[src/rtl/inst_fetch.sv]
// -----------------------------------------------------------------------------
// inst_fetch
//
// Instruction fetch stage sitting directly in front of the control unit.
// Samples the PC from the PC updater, issues a single word read on the
// instruction-memory req/gnt/rvalid bus and presents the returned word to the
// decoder. The word is held until the decoder accepts it. The stage also
// handles redirect flushes, bus errors, misaligned PCs and response timeouts.
//
// Ports
//   clk_i          clock, rising edge
//   rst_ni         asynchronous active-low reset
//   en_i           fetch enable; 0 lets the current access drain, then idles
//   pc_i           fetch address from the PC updater
//   flush_i        redirect; discards the in-flight or held instruction
//   inst_ready_i   decoder accepts inst_o this cycle
//   inst_o         instruction word to the decoder
//   inst_valid_o   inst_o / fetch_pc_o / fault_o are valid
//   fetch_pc_o     address inst_o was fetched from
//   fault_o        00 none, 01 misaligned, 10 bus error, 11 timeout
//   imem_req_o     memory request
//   imem_addr_o    word-aligned request address
//   imem_gnt_i     request accepted this cycle
//   imem_rvalid_i  response valid (earliest one cycle after the grant)
//   imem_rdata_i   response data
//   imem_err_i     response error, qualified by imem_rvalid_i
//
// TO_W must be wide enough that 2**TO_W > TIMEOUT.
// -----------------------------------------------------------------------------
module inst_fetch #(
   parameter logic [31:0] NOP_INST = 32'h0000_0013,
   parameter int unsigned TIMEOUT  = 255,
   parameter int unsigned TO_W     = 8
) (
   input  logic        clk_i,
   input  logic        rst_ni,
   input  logic        en_i,
   input  logic [31:0] pc_i,
   input  logic        flush_i,
   input  logic        inst_ready_i,
   output logic [31:0] inst_o,
   output logic        inst_valid_o,
   output logic [31:0] fetch_pc_o,
   output logic [1:0]  fault_o,
   output logic        imem_req_o,
   output logic [31:0] imem_addr_o,
   input  logic        imem_gnt_i,
   input  logic        imem_rvalid_i,
   input  logic [31:0] imem_rdata_i,
   input  logic        imem_err_i
);

   localparam logic [1:0] S_IDLE  = 2'd0;
   localparam logic [1:0] S_ISSUE = 2'd1;
   localparam logic [1:0] S_WAIT  = 2'd2;
   localparam logic [1:0] S_HOLD  = 2'd3;

   localparam logic [1:0] FAULT_NONE     = 2'b00;
   localparam logic [1:0] FAULT_MISALIGN = 2'b01;
   localparam logic [1:0] FAULT_BUS      = 2'b10;
   localparam logic [1:0] FAULT_TIMEOUT  = 2'b11;

   localparam logic [TO_W-1:0] TIMEOUT_C = TO_W'(TIMEOUT);

   logic [1:0]      state_q,      state_d;
   logic [31:0]     addr_q,       addr_d;     // full sampled PC, low bits kept for fetch_pc
   logic            req_q,        req_d;
   logic [TO_W-1:0] cnt_q,        cnt_d;
   logic            discard_q,    discard_d;  // response of the current access must be dropped
   logic [31:0]     inst_q,       inst_d;
   logic            inst_valid_q, inst_valid_d;
   logic [31:0]     fetch_pc_q,   fetch_pc_d;
   logic [1:0]      fault_q,      fault_d;

   logic            start_issue;
   logic            deliver;
   logic [31:0]     deliver_inst;
   logic [1:0]      deliver_fault;

   always_comb begin
      state_d       = state_q;
      addr_d        = addr_q;
      req_d         = req_q;
      cnt_d         = cnt_q;
      discard_d     = discard_q;
      inst_d        = inst_q;
      inst_valid_d  = inst_valid_q;
      fetch_pc_d    = fetch_pc_q;
      fault_d       = fault_q;
      start_issue   = 1'b0;
      deliver       = 1'b0;
      deliver_inst  = NOP_INST;
      deliver_fault = FAULT_NONE;

      case (state_q)
         S_IDLE: begin
            if (en_i) begin
               start_issue = 1'b1;
            end
         end

         S_ISSUE: begin
            if (!req_q) begin
               // Misaligned PC: nothing went out on the bus. A redirect in this
               // cycle simply re-samples the PC instead of reporting the fault.
               if (flush_i) begin
                  start_issue = 1'b1;
               end else begin
                  deliver       = 1'b1;
                  deliver_fault = FAULT_MISALIGN;
               end
            end else begin
               // The request is never retracted; a redirect only marks the
               // eventual response for discard.
               if (flush_i) begin
                  discard_d = 1'b1;
               end
               if (imem_gnt_i) begin
                  state_d = S_WAIT;
                  req_d   = 1'b0;
                  cnt_d   = '0;
               end
            end
         end

         S_WAIT: begin
            if (flush_i) begin
               discard_d = 1'b1;
            end
            if (imem_rvalid_i || (cnt_q == TIMEOUT_C)) begin
               if (discard_q || flush_i) begin
                  start_issue = 1'b1;
               end else begin
                  deliver = 1'b1;
                  if (imem_rvalid_i) begin
                     if (imem_err_i) begin
                        deliver_fault = FAULT_BUS;
                     end else begin
                        deliver_inst  = imem_rdata_i;
                     end
                  end else begin
                     deliver_fault = FAULT_TIMEOUT;
                  end
               end
            end else begin
               cnt_d = cnt_q + TO_W'(1);
            end
         end

         default: begin // S_HOLD
            // Flush takes priority over a same-cycle acceptance.
            if (flush_i) begin
               inst_valid_d = 1'b0;
               start_issue  = 1'b1;
            end else if (inst_ready_i) begin
               // One bubble in IDLE lets the PC updater advance before the
               // next PC is sampled on ISSUE entry.
               inst_valid_d = 1'b0;
               state_d      = S_IDLE;
            end
         end
      endcase

      if (start_issue) begin
         state_d   = S_ISSUE;
         addr_d    = pc_i;
         req_d     = (pc_i[1:0] == 2'b00);
         discard_d = 1'b0;
      end

      if (deliver) begin
         state_d      = S_HOLD;
         inst_d       = deliver_inst;
         fault_d      = deliver_fault;
         fetch_pc_d   = addr_q;
         inst_valid_d = 1'b1;
      end
   end

   always_ff @(posedge clk_i or negedge rst_ni) begin
      if (!rst_ni) begin
         state_q      <= S_IDLE;
         addr_q       <= '0;
         req_q        <= 1'b0;
         cnt_q        <= '0;
         discard_q    <= 1'b0;
         inst_q       <= NOP_INST;
         inst_valid_q <= 1'b0;
         fetch_pc_q   <= '0;
         fault_q      <= FAULT_NONE;
      end else begin
         state_q      <= state_d;
         addr_q       <= addr_d;
         req_q        <= req_d;
         cnt_q        <= cnt_d;
         discard_q    <= discard_d;
         inst_q       <= inst_d;
         inst_valid_q <= inst_valid_d;
         fetch_pc_q   <= fetch_pc_d;
         fault_q      <= fault_d;
      end
   end

   assign inst_o       = inst_q;
   assign inst_valid_o = inst_valid_q;
   assign fetch_pc_o   = fetch_pc_q;
   assign fault_o      = fault_q;
   assign imem_req_o   = req_q;
   assign imem_addr_o  = {addr_q[31:2], 2'b00};

endmodule

[config.mk]
export PLATFORM = sky130hd
export DESIGN_NAME = inst_fetch
export DESIGN_NICKNAME = d
export VERILOG_FILES = /design/src/rtl/inst_fetch.sv
export SDC_FILE = /design/constraint.sdc
export NUM_CORES = 1
export LEC_CHECK = 0
export CELL_PAD_IN_SITES_DETAIL_PLACEMENT = 0
export CELL_PAD_IN_SITES_GLOBAL_PLACEMENT = 1
export CORE_ASPECT_RATIO = 0.8
export CORE_UTILIZATION = 33
export CTS_BUF_LIST = sky130_fd_sc_hd__clkbuf_8
export DETAILED_ROUTE_END_ITERATION = 12
export HOLD_SLACK_MARGIN = 0.06
export PLACE_DENSITY_LB_ADDON = 0.1
export RECOVER_POWER = 100
export SLEW_MARGIN = 20
export SYNTH_ARGS = -nofsm -noshare
export SYNTH_HDL_FRONTEND = slang
export SYNTH_SLANG_ARGS = --single-unit
[constraint.sdc]
create_clock -name clk_i -period 2.09 [get_ports clk_i]
set_input_delay 0.418 -clock clk_i [delete_from_list [all_inputs] [get_ports clk_i]]
set_output_delay 0.418 -clock clk_i [all_outputs]
set_load 0.1 [all_outputs]
# Yosys cells after proc, flatten, opt, wreduce, memory -nomap -nowiden
# Cells that the tools add are included.
# op_classes
reduce_logical	15
addsub	1
mux	46
eq_ne	12
# op_table
op	count
32-bit two-way mux	5
8-bit two-way mux	3
1-bit two-way mux	22
2-bit two-way mux	10
8-bit case mux with 2 select lines	1
8-bit by 1-bit adder with 8-bit output, second input constant	1
8-bit equality test, second input constant	1
4-bit != test, second input constant	2
2-bit case mux with 2 select lines	2
2-bit != test, second input constant	3
3-bit nonzero test	2
5-bit AND reduction	1
2-bit logical NOT	2
4-bit by 1-bit != test with 1-bit output, second input constant	1
1-bit case mux with 2 select lines	2
2-bit AND reduction	2
4-bit AND reduction	1
2-bit nonzero test	2
4-bit nonzero test	1
3-bit by 1-bit != test with 1-bit output, second input constant	1
3-bit != test, second input constant	1
1-bit case mux with 3 select lines	1
3-bit OR reduction	1
2-bit by 1-bit equality test with 1-bit output, second input constant	1
4 further kinds	5
# totals
wordCells	83
inputBits	72
reg_bits	111

# Depth between registers and ports, before layout
# Gate-level depths: netlist of the first run.
# depth
ltp_word	6
ltp_mapped	9
ltp_nobuf	6

# Least setup slack after synthesis of the first run
# OpenSTA, ideal clock, no wires.
# synth_path
kind	register to register
startpoint	register state_q[0]
endpoint	register addr_q[0]
synth_period_minus_slack_ns	2.219
setup_ns	0.125
path_slack_ns	-0.129
path_stages_with_launch	9
required_ns	1.965
arrival_ns	2.094
path_cell_list	dfrtp_1 inv_1 ha_1 clkbuf_2 nand4_1 o21a_1 o311ai_4 buf_6 mux2_2
# synth_between
elab_chain_cells	2
word_cells_on_any_way	4
# synth_rtl
element	line	text
from (decl)	65	logic [1:0] state_q, state_d;
from (signal assigned)	192	state_q <= state_d;
2-bit equality test, or another cell as far along	95	case (state_q)
1-bit case mux with 3 select lines *	95	
to (signal assigned)	193	addr_q <= addr_d;
to (decl)	66	logic [31:0] addr_q, addr_d;
# Mark *: on every way between the ends. The rest lies on a longest branch, timed or not.
# A chain may end at the register's enable or synchronous reset.

# Worst setup path after layout of the first run
# layout_path
startpoint	register state_q[0]
endpoint	register addr_q[2]
# The elaborated chain is that of the path after synthesis.

==> flow_summary_export.csv, run 1 <==
group,metric,value,unit
logic_synthesis,seq_area_frac_synth,0.562,
grt,grt_pass1_vias,3604,
finish,nets,655,
worst_setup_path,required,2.37,ns
worst_setup_path,r2r_start,"state_q[0]",
placed_design,dp_hpwl,8350,microns
logic_synthesis,avgSynthCellArea,12.5,sq um
logic_synthesis,ys_ff_latch,111,
worst_setup_path,r2r_end,"addr_q[2]",
sta,slew_violations,0,
finish,n_antenna_cell,0,
finish,final_area,7020,sq um
detailed_routing,via_count,3477,
detailed_routing,final_antenna_net_count,0,
grt,grt_max_degree,39,
worst_setup_path,r2r_cells,8,
die,core_area,14400,sq um
worst_setup_path,endpoint_kind,"flop",
die,die_area,15500,sq um
clock_network,cts_max_path_buffers,2,
clock_network,numCtsBuffers,9,
finish,area_growth,41.8,%
die,start_util,0.343,
job,cap_violations,0,
finish,layout_common_cells,"dfrtp_1, clkbuf_2, clkdlybuf4s50_1",
worst_setup_path,critPathLaunch,"state_q[0]",
detailed_routing,vias_per_cell,4.53,
worst_setup_path,critPathKind,"flop to flop",
grt,grt_overflow_total,0,
clock_network,h-tree-depth,3,
sta,rsz0062_at_grt,"yes",
logic_synthesis,postSynthCellCount,397,
logic_synthesis,synth.distinct_cells,40,
logic_synthesis,ys_warn_count,0,
min_path,min_path_cells,1,
detailed_routing,wl_per_cell,15.8,microns
die,rows,39,
sta,layout_worst_path_cycle_share,0.979,
sta,fin_skew,0.0164,ns
worst_setup_path,regToRegSetupSlack,0.04,ns
placed_design,post-place-ws,-0.359,ns
placed_design,io_buffer_count,169,
run_status,status,"finished with violations",
grt,grt_first_pass_wirelength,19100,microns
logic_synthesis,synth_edf_count,0,
placed_design,dp.cells,736,
worst_setup_path,cp.arrival,2.33,ns
worst_setup_path,cp-start-kind,"flop",
sta,setup_viol,0,
placed_design,gp_congestion,0.761,
sta,relSlewSlack,0.559,
sta,fin_ws,0.0436,ns
worst_setup_path,worstPathMaxFanout,8,
detailed_routing,wl,12100,microns
detailed_routing,drt_iter0_drc,118,
clock_network,clk_latency,0.39,ns
sta,hold_violations,0,
grt,grt_usage,0.158,
placed_design,post_dp_cell_area,6710,sq um
clock_network,cts_num_sinks,111,
clock_network,clk_pin_slew,0.10,ns
die,ios,172,
run_status,violations,"DRC",
die,chipWidth,139,microns
min_path,hold_path.class,"flop to flop",
detailed_routing,drc,8,
sta,worst_pin_slew,0.661,ns
die,fp.dieH,112,microns
sta,max_freq,489,MHz
detailed_routing,first_pass_iters,8,
finish,final_common_cell,"dfrtp_1",
logic_synthesis,synthFlopType,"dfrtp_1",
finish,drive_above_1_share,0.425,
clock_network,cts_root_buf,"clkbuf_8",
grt,antenna_found_initial,0,
logic_synthesis,ys_async_sr_fraction,1.00,
finish,layoutNonFillerInstCount,767,
clock_network,cts_tree,"done",
logic_synthesis,syn_area,4950,sq um
sta,period_minus_slack,2.05,ns
worst_setup_path,critPathCapture,"addr_q[2]",
[critical path: stages, from the launching register on]
cell      delay, ns
dfrtp_1        0.40
inv_2          0.08
ha_4           0.14
nand4_1        0.12
o21a_4         0.23
o311ai_4       0.31
buf_12         0.18
buf_12         0.14
mux2_2         0.33
[layer usage]
layer / part of all wire / vias up / track usage
li1: - / 1657 / -
met3: 0.063 / 9 / 0.0572
met5: 0 / - / 0
met1: 0.46 / 1723 / 0.205
met2: 0.47 / 88 / 0.245
met4: 0.012 / 0 / 0.0496
[flip-flops by register name, summed over array words and instances (netlist names)]
name,cells
fault_o,2
discard_q,1
inst_valid_o,1
cnt_q,8
inst_o,32
state_q,2
imem_req_o,1
fetch_pc_o,32
addr_q,32
[final cells by class]
type / instances / area [sq um]
clock buffers: 9 / 124
fillers: 1357 / 7420
repair buffers: 217 / 1790
well taps: 184 / 230
flip-flops and latches: 111 / 2780
inverters: 34 / 128
clock inverters: 7 / 97.6
multi-input cells: 205 / 1870
[metrics by stage]
step | utilization | hold WS (ns) | TNS [ns]
final | 0.486 | 0.496 | 0
after global routing | 0.486 | 0.529 | -1.95
after CTS | 0.489 | 0.396 | -0.151
after detailed placement | 0.465 | 0.285 | -25.60
after global placement | 0.465 | 0.284 | -20.84
after floorplan | - | 0.122 | -3.03
[cells in the mapped netlist, types with 3 or more instances]
| cell | number | share of area |
|---|---|---|
| nand2_1 | 37 | 0.028 |
| o21ai_0 | 5 | 0.0051 |
| buf_6 | 3 | 0.0068 |
| or4_1 | 5 | 0.0076 |
| ha_1 | 5 | 0.013 |
| nand3_1 | 4 | 0.0040 |
| buf_2 | 9 | 0.0091 |
| a21oi_1 | 6 | 0.0061 |
| mux2i_1 | 31 | 0.063 |
| buf_4 | 33 | 0.050 |
| dfstp_2 | 3 | 0.016 |
| inv_1 | 34 | 0.026 |
| mux2_2 | 68 | 0.15 |
| nor2_1 | 6 | 0.0045 |
| o31ai_1 | 6 | 0.0091 |
| nand2b_1 | 5 | 0.0063 |
| dfrtp_1 | 108 | 0.55 |
[timing repair]
action                     in CTS  in global routing
hold buffers                    1                  0
gates resized for setup         8                 42
setup endpoints to repair      93                 98
buffers inserted                3                  7
pin swaps                       4                  4
hold endpoints to repair       10                  0
gates cloned                    2                  4
[worst min path at each step]
stage | startpoint | end | slack (ns)
after floorplan | rst_ni | addr_q[0] | 0.12
final | inst_valid_o | inst_valid_o | 0.50
after CTS | rst_ni | addr_q[10] | 0.40
after global placement | rst_ni | addr_q[8] | 0.28
after global routing | inst_valid_o | inst_valid_o | 0.53
after detailed placement | rst_ni | fetch_pc_o[11] | 0.28
[logic make-up after synthesis]
kind of cell,Yosys count,share of synthesized area
muxes,100,0.220
and+or+nand+nor,71,0.0705
buffers and inverters,82,0.0942
AOI/OAI and AO/OA,27,0.0407
DFF,111,0.562
adders and majority gates,5,0.0126
other,1,0.000757
Power of run 1 is not shown: default switching activity piles up to over one toggle a cycle in this logic, so the estimate is an artifact.
==> run 2: changes to the inputs <==
--- a/config.mk
+++ b/config.mk
@@ -12,6 +12,7 @@
 export CTS_BUF_LIST = sky130_fd_sc_hd__clkbuf_8
 export DETAILED_ROUTE_END_ITERATION = 12
 export HOLD_SLACK_MARGIN = 0.06
+export MAX_ROUTING_LAYER = met4
 export PLACE_DENSITY_LB_ADDON = 0.1
 export RECOVER_POWER = 100
 export SLEW_MARGIN = 20
==> flow_summary_export.csv, run 2 (synthesis gave the netlist of run 1 again) <==
group,metric,value,unit
worst_setup_path,cp.buffers_inverters,3,
clock_network,clk_latency,0.39,ns
die,die_area,15500,sq um
run_status,status,"finished with violations",
sta,slew_violations,0,
grt,grt_overflow_total,0,
die,chipWidth,139,microns
grt,grt_busiest_layer,"met2",
grt,use_met2,0.247,
finish,layout_common_cells,"dfrtp_1, clkbuf_2, clkdlybuf4s50_1",
sta,hold_violations,0,
sta,relSlewSlack,0.560,
worst_setup_path,crit_path_cell_trace,"inv_2 > ha_4 > nand4_1 > o21a_4 > o311ai_4 > buf_12 > clkbuf_16 > mux2_4",
grt,grt_first_pass_wirelength,19000,microns
die,core_area,14400,sq um
worst_setup_path,endpoint_kind,"flop",
sta,fin_skew,0.0136,ns
die,fp.dieH,112,microns
job,cap_violations,0,
finish,n_antenna_cell,0,
detailed_routing,first_pass_iters,8,
placed_design,dp_hpwl,8350,microns
placed_design,io_buffer_count,169,
min_path,hold_path.class,"flop to flop",
clock_network,cts_num_sinks,111,
clock_network,clk_pin_slew,0.10,ns
worst_setup_path,cp-start-kind,"flop",
die,start_util,0.343,
die,rows,39,
die,ios,172,
detailed_routing,final_antenna_net_count,0,
worst_setup_path,cp.arrival,2.32,ns
run_status,violations,"DRC",
finish,area_growth,40.6,%
grt,use_met3,0.0508,
clock_network,numCtsBuffers,9,
clock_network,cts_root_buf,"clkbuf_8",
finish,drive_above_1_share,0.424,
sta,max_freq,488,MHz
worst_setup_path,required,2.36,ns
grt,antenna_found_initial,0,
sta,rsz0062_at_grt,"yes",
worst_setup_path,worstPathMaxFanout,8,
finish,nets,652,
clock_network,cts_tree,"done",
detailed_routing,via_count,3469,
sta,setup_viol,0,
clock_network,h-tree-depth,3,
finish,final_common_cell,"dfrtp_1",
sta,worst_pin_slew,0.660,ns
detailed_routing,drt_iter0_drc,109,
worst_setup_path,critPathTopFamily,"compound AO/OA/AOI/OAI gates",
min_path,min_path_cells,1,
clock_network,cts_max_path_buffers,2,
detailed_routing,vias_per_cell,4.54,
grt,grt_usage,0.162,
detailed_routing,drc,8,
worst_setup_path,r2r_cells,8,
detailed_routing,wl_per_cell,15.5,microns
grt,grt_max_degree,39,
sta,layout_worst_path_cycle_share,0.980,
worst_setup_path,critPathKind,"flop to flop",
placed_design,gp_congestion,0.771,
sta,period_minus_slack,2.05,ns
finish,fillCellCount,1357,
worst_setup_path,crit_slowest_cell,"dfrtp_1",
worst_setup_path,cp.depth,8,
detailed_routing,wl,11900,microns
grt,met1_usage,0.207,
worst_setup_path,critPathMaxStageDelay,0.40,ns
sta,holdWs,0.493,ns
grt,grt_pass1_vias,3608,
-- run 2: changes by cell type in the layout (fill, tap and decap cells not counted) --
| cell | before | now |
|---|---|---|
| ha_1 | 3 | 2 |
| clkbuf_16 | 4 | 1 |
| mux2_4 | 29 | 33 |
| ha_2 | 0 | 1 |
| mux2_2 | 40 | 36 |
-- run 2: layout make-up --
class / instances / area, sq um / area share
inverters: 34 / 128 / 0.0183
flip-flops and latches: 111 / 2780 / 0.400
repair buffers: 214 / 1720 / 0.246
multi-input cells: 205 / 1890 / 0.271
clock buffers: 9 / 124 / 0.0178
well taps: 184 / 230 / 0.0331
clock inverters: 7 / 97.6 / 0.0140
-- run 2: per-stage QoR --
| step | area (sq um) | TNS [ns] | utilization | cells | setup WS [ns] |
|---|---|---|---|---|---|
| global route | 6960 | -1.48 | 0.482 | 764 | -0.0756 |
| detailed placement | 6710 | -25.60 | 0.465 | 736 | -0.359 |
| CTS | 7060 | -0.151 | 0.489 | 758 | -0.0210 |
| global placement | 6710 | -20.84 | 0.465 | 736 | -0.267 |
| finish | 6960 | 0 | 0.482 | 764 | 0.0428 |
| floorplan | 4970 | -3.03 | - | 398 | -0.115 |
-- run 2: final timing paths --
path,endpoint,slack (ns),startpoint
worst min register to register,inst_valid_o,0.49,inst_valid_o
worst min-delay path,inst_valid_o,0.49,inst_valid_o
worst max register to register,addr_q[15],0.04,state_q[0]
max in group asynchronous,inst_o[13],0.44,rst_ni
min in group asynchronous,addr_q[9],0.57,rst_ni
worst max-delay path,addr_q[15],0.04,state_q[0]
-- run 2: routing by layer --
metal,vias up,part of all wire
met5,-,0
met4,0,0.011
met3,8,0.057
met2,89,0.47
met1,1724,0.46
li1,1648,-
-- run 2: repair_timing --
action                                  CTS  global route
gates resized for setup                   8            47
pin swaps                                 4             4
hold buffers                              1             0
endpoints found under the setup margin   93            96
gates cloned                              2             1
setup buffers                             3             7
hold endpoints to repair                 10             0
Power of run 2 is left out for the same reason.
==> run 3: changes to the inputs <==
--- a/config.mk
+++ b/config.mk
@@ -8,8 +8,8 @@
 export CELL_PAD_IN_SITES_DETAIL_PLACEMENT = 0
 export CELL_PAD_IN_SITES_GLOBAL_PLACEMENT = 1
 export CORE_ASPECT_RATIO = 0.8
-export CORE_UTILIZATION = 33
-export CTS_BUF_LIST = sky130_fd_sc_hd__clkbuf_8
+export CORE_UTILIZATION = 35
+export CTS_BUF_LIST = sky130_fd_sc_hd__clkbuf_16
 export DETAILED_ROUTE_END_ITERATION = 12
 export HOLD_SLACK_MARGIN = 0.06
 export MAX_ROUTING_LAYER = met4
==> constraint.sdc (replaced) <==
create_clock -name clk_i -period 1.9 [get_ports clk_i]
set_input_delay 0.38 -clock clk_i [delete_from_list [all_inputs] [get_ports clk_i]]
set_output_delay 0.38 -clock clk_i [all_outputs]
set_load 0.1 [all_outputs]
==> flow_summary_export.csv, run 3 (synthesis gave the netlist of run 1 again) <==
group,metric,value,unit
sta,fin_skew,0.00871,ns
clock_network,numCtsBuffers,9,
sta,rsz0062_at_grt,"yes",
die,rows,38,
clock_network,cts_num_sinks,111,
run_status,status,"finished with violations",
sta,setup_viol,99,
die,start_util,0.362,
grt,grt_usage,0.179,
worst_setup_path,r2r_cells,9,
clock_network,cts_tree,"done",
worst_setup_path,r2r_start,"state_q[0]",
worst_setup_path,crit_slowest_cell,"dfrtp_1",
detailed_routing,vias_per_cell,4.63,
clock_network,clk_latency,0.35,ns
finish,nets,665,
finish,regArea,2780,sq um
die,chipWidth,135,microns
grt,grt_pass1_vias,3703,
finish,multi_input_area,2010,sq um
worst_setup_path,required,2.13,ns
detailed_routing,wl,12700,microns
run_status,violations,"setup timing",
worst_setup_path,critPathCapture,"fetch_pc_o[24]",
detailed_routing,drc,0,
die,ios,172,
worst_setup_path,cp.arrival,2.25,ns
die,fp.dieH,108,microns
sta,max_freq,497,MHz
worst_setup_path,endpoint_kind,"flop",
placed_design,io_buffer_count,169,
detailed_routing,wl_per_cell,16.4,microns
clock_network,clk_pin_slew,0.07,ns
grt,grt_max_degree,51,
sta,layout_worst_path_cycle_share,1.06,
grt,antenna_found_initial,0,
worst_setup_path,regToRegSetupSlack,-0.11,ns
grt,grt_first_pass_wirelength,19400,microns
detailed_routing,via_count,3580,
detailed_routing,first_pass_iters,4,
worst_setup_path,worstPathMaxFanout,5,
sta,slew_violations,0,
min_path,hold_path.class,"flop to flop",
grt,grt_overflow_total,0,
worst_setup_path,critPathKind,"flop to flop",
worst_setup_path,r2r_end,"fetch_pc_o[24]",
finish,final_common_cell,"dfrtp_1",
sta,period_minus_slack,2.01,ns
sta,relSlewSlack,0.439,
worst_setup_path,crit_path_cell_trace,"inv_2 > ha_4 > nand4_1 > o21a_4 > buf_6 > o21ai_4 > buf_6 > clkbuf_16 > mux2_4",
finish,layout_common_cells,"dfrtp_1, clkbuf_2, clkdlybuf4s50_1",
placed_design,dp_hpwl,8230,microns
finish,fillCellCount,1206,
clock_network,h-tree-depth,3,
detailed_routing,drt_iter0_drc,124,
placed_design,post_dp_cell_area,6800,sq um
die,core_area,13700,sq um
worst_setup_path,cp-start-kind,"flop",
worst_setup_path,critPathMaxStageDelay,0.39,ns
finish,area_growth,49.5,%
clock_network,cts_max_path_buffers,2,
sta,hold_violations,0,
finish,drive_above_1_share,0.450,
sta,fin_ws,-0.113,ns
finish,final_area,7400,sq um
die,die_area,14600,sq um
clock_network,cts_root_buf,"clkbuf_16",
placed_design,gp_congestion,0.821,
job,cap_violations,0,
worst_setup_path,worst_path_most_repeated_cell,"buf_6",
sta,worst_pin_slew,0.842,ns
finish,n_antenna_cell,0,
worst_setup_path,critPathLaunch,"state_q[0]",
detailed_routing,final_antenna_net_count,0,
==> run 3: changes by cell type in the layout (fill, tap and decap cells not counted), sizes merged <==
| cell | before | now |
|---|---|---|
| clkinv | 2 | 3 |
| inv | 37 | 36 |
| clkbuf | 112 | 114 |
| buf | 40 | 51 |
==> run 3: worst max-delay path: cells and delay by family (launching register included) <==
kind / cells / cell delay [ns]
fa+ha+maj: 1 / 0.13
compound gates: 2 / 0.42
mux: 1 / 0.30
flops: 1 / 0.39
simple gates: 1 / 0.13
buf+inv: 4 / 0.54
==> run 3: through the flow <==
stage               hold WS (ns)  setup WS (ns)  utilization  instances  TNS, ns
floorplan                 0.0844         -0.302            -        398   -12.13
global placement           0.369         -0.240        0.497        738   -20.81
detailed placement         0.369         -0.289        0.497        738   -23.44
CTS                        0.510         -0.172        0.553        768   -10.72
global route               0.516         -0.169        0.541        773   -14.16
finish                     0.499         -0.113        0.541        773    -6.84
==> run 3: metal layers <==
metal	track usage	up-vias	wire (microns)
met5	-	-	0
met3	0.0474	6	630
met2	0.274	90	5990
met1	0.232	1801	5970
li1	-	1683	-
met4	0.0498	0	87
==> run 3: repair_timing <==
action,CTS,global route
hold endpoints to repair,27,0
gates resized for setup,68,31
cloned,4,5
setup endpoints to repair,100,101
hold buffers,1,0
pin swaps,6,7
setup buffers,9,4
==> run 3: how the worst min path moves through the flow <==
| stage | startpoint | depth (start not counted) | to |
|---|---|---|---|
| after floorplan | rst_ni | 0 | addr_q[0] |
| after global placement | rst_ni | 1 | cnt_q[5] |
| after detailed placement | rst_ni | 1 | cnt_q[3] |
| after CTS | addr_q[0] | 1 | fetch_pc_o[0] |
| after global routing | inst_valid_o | 1 | inst_valid_o |
| final | inst_valid_o | 1 | inst_valid_o |
==> run 3: area by class of cell <==
cell class                 instances  area share
multi-input combinational        205       0.272
timing repair buffer             227       0.261
clock inverter                     7      0.0132
sequential                       111       0.376
tap                              180      0.0304
inverter                          34      0.0172
clock buffer                       9      0.0304
Power of run 3 is left out for the same reason.
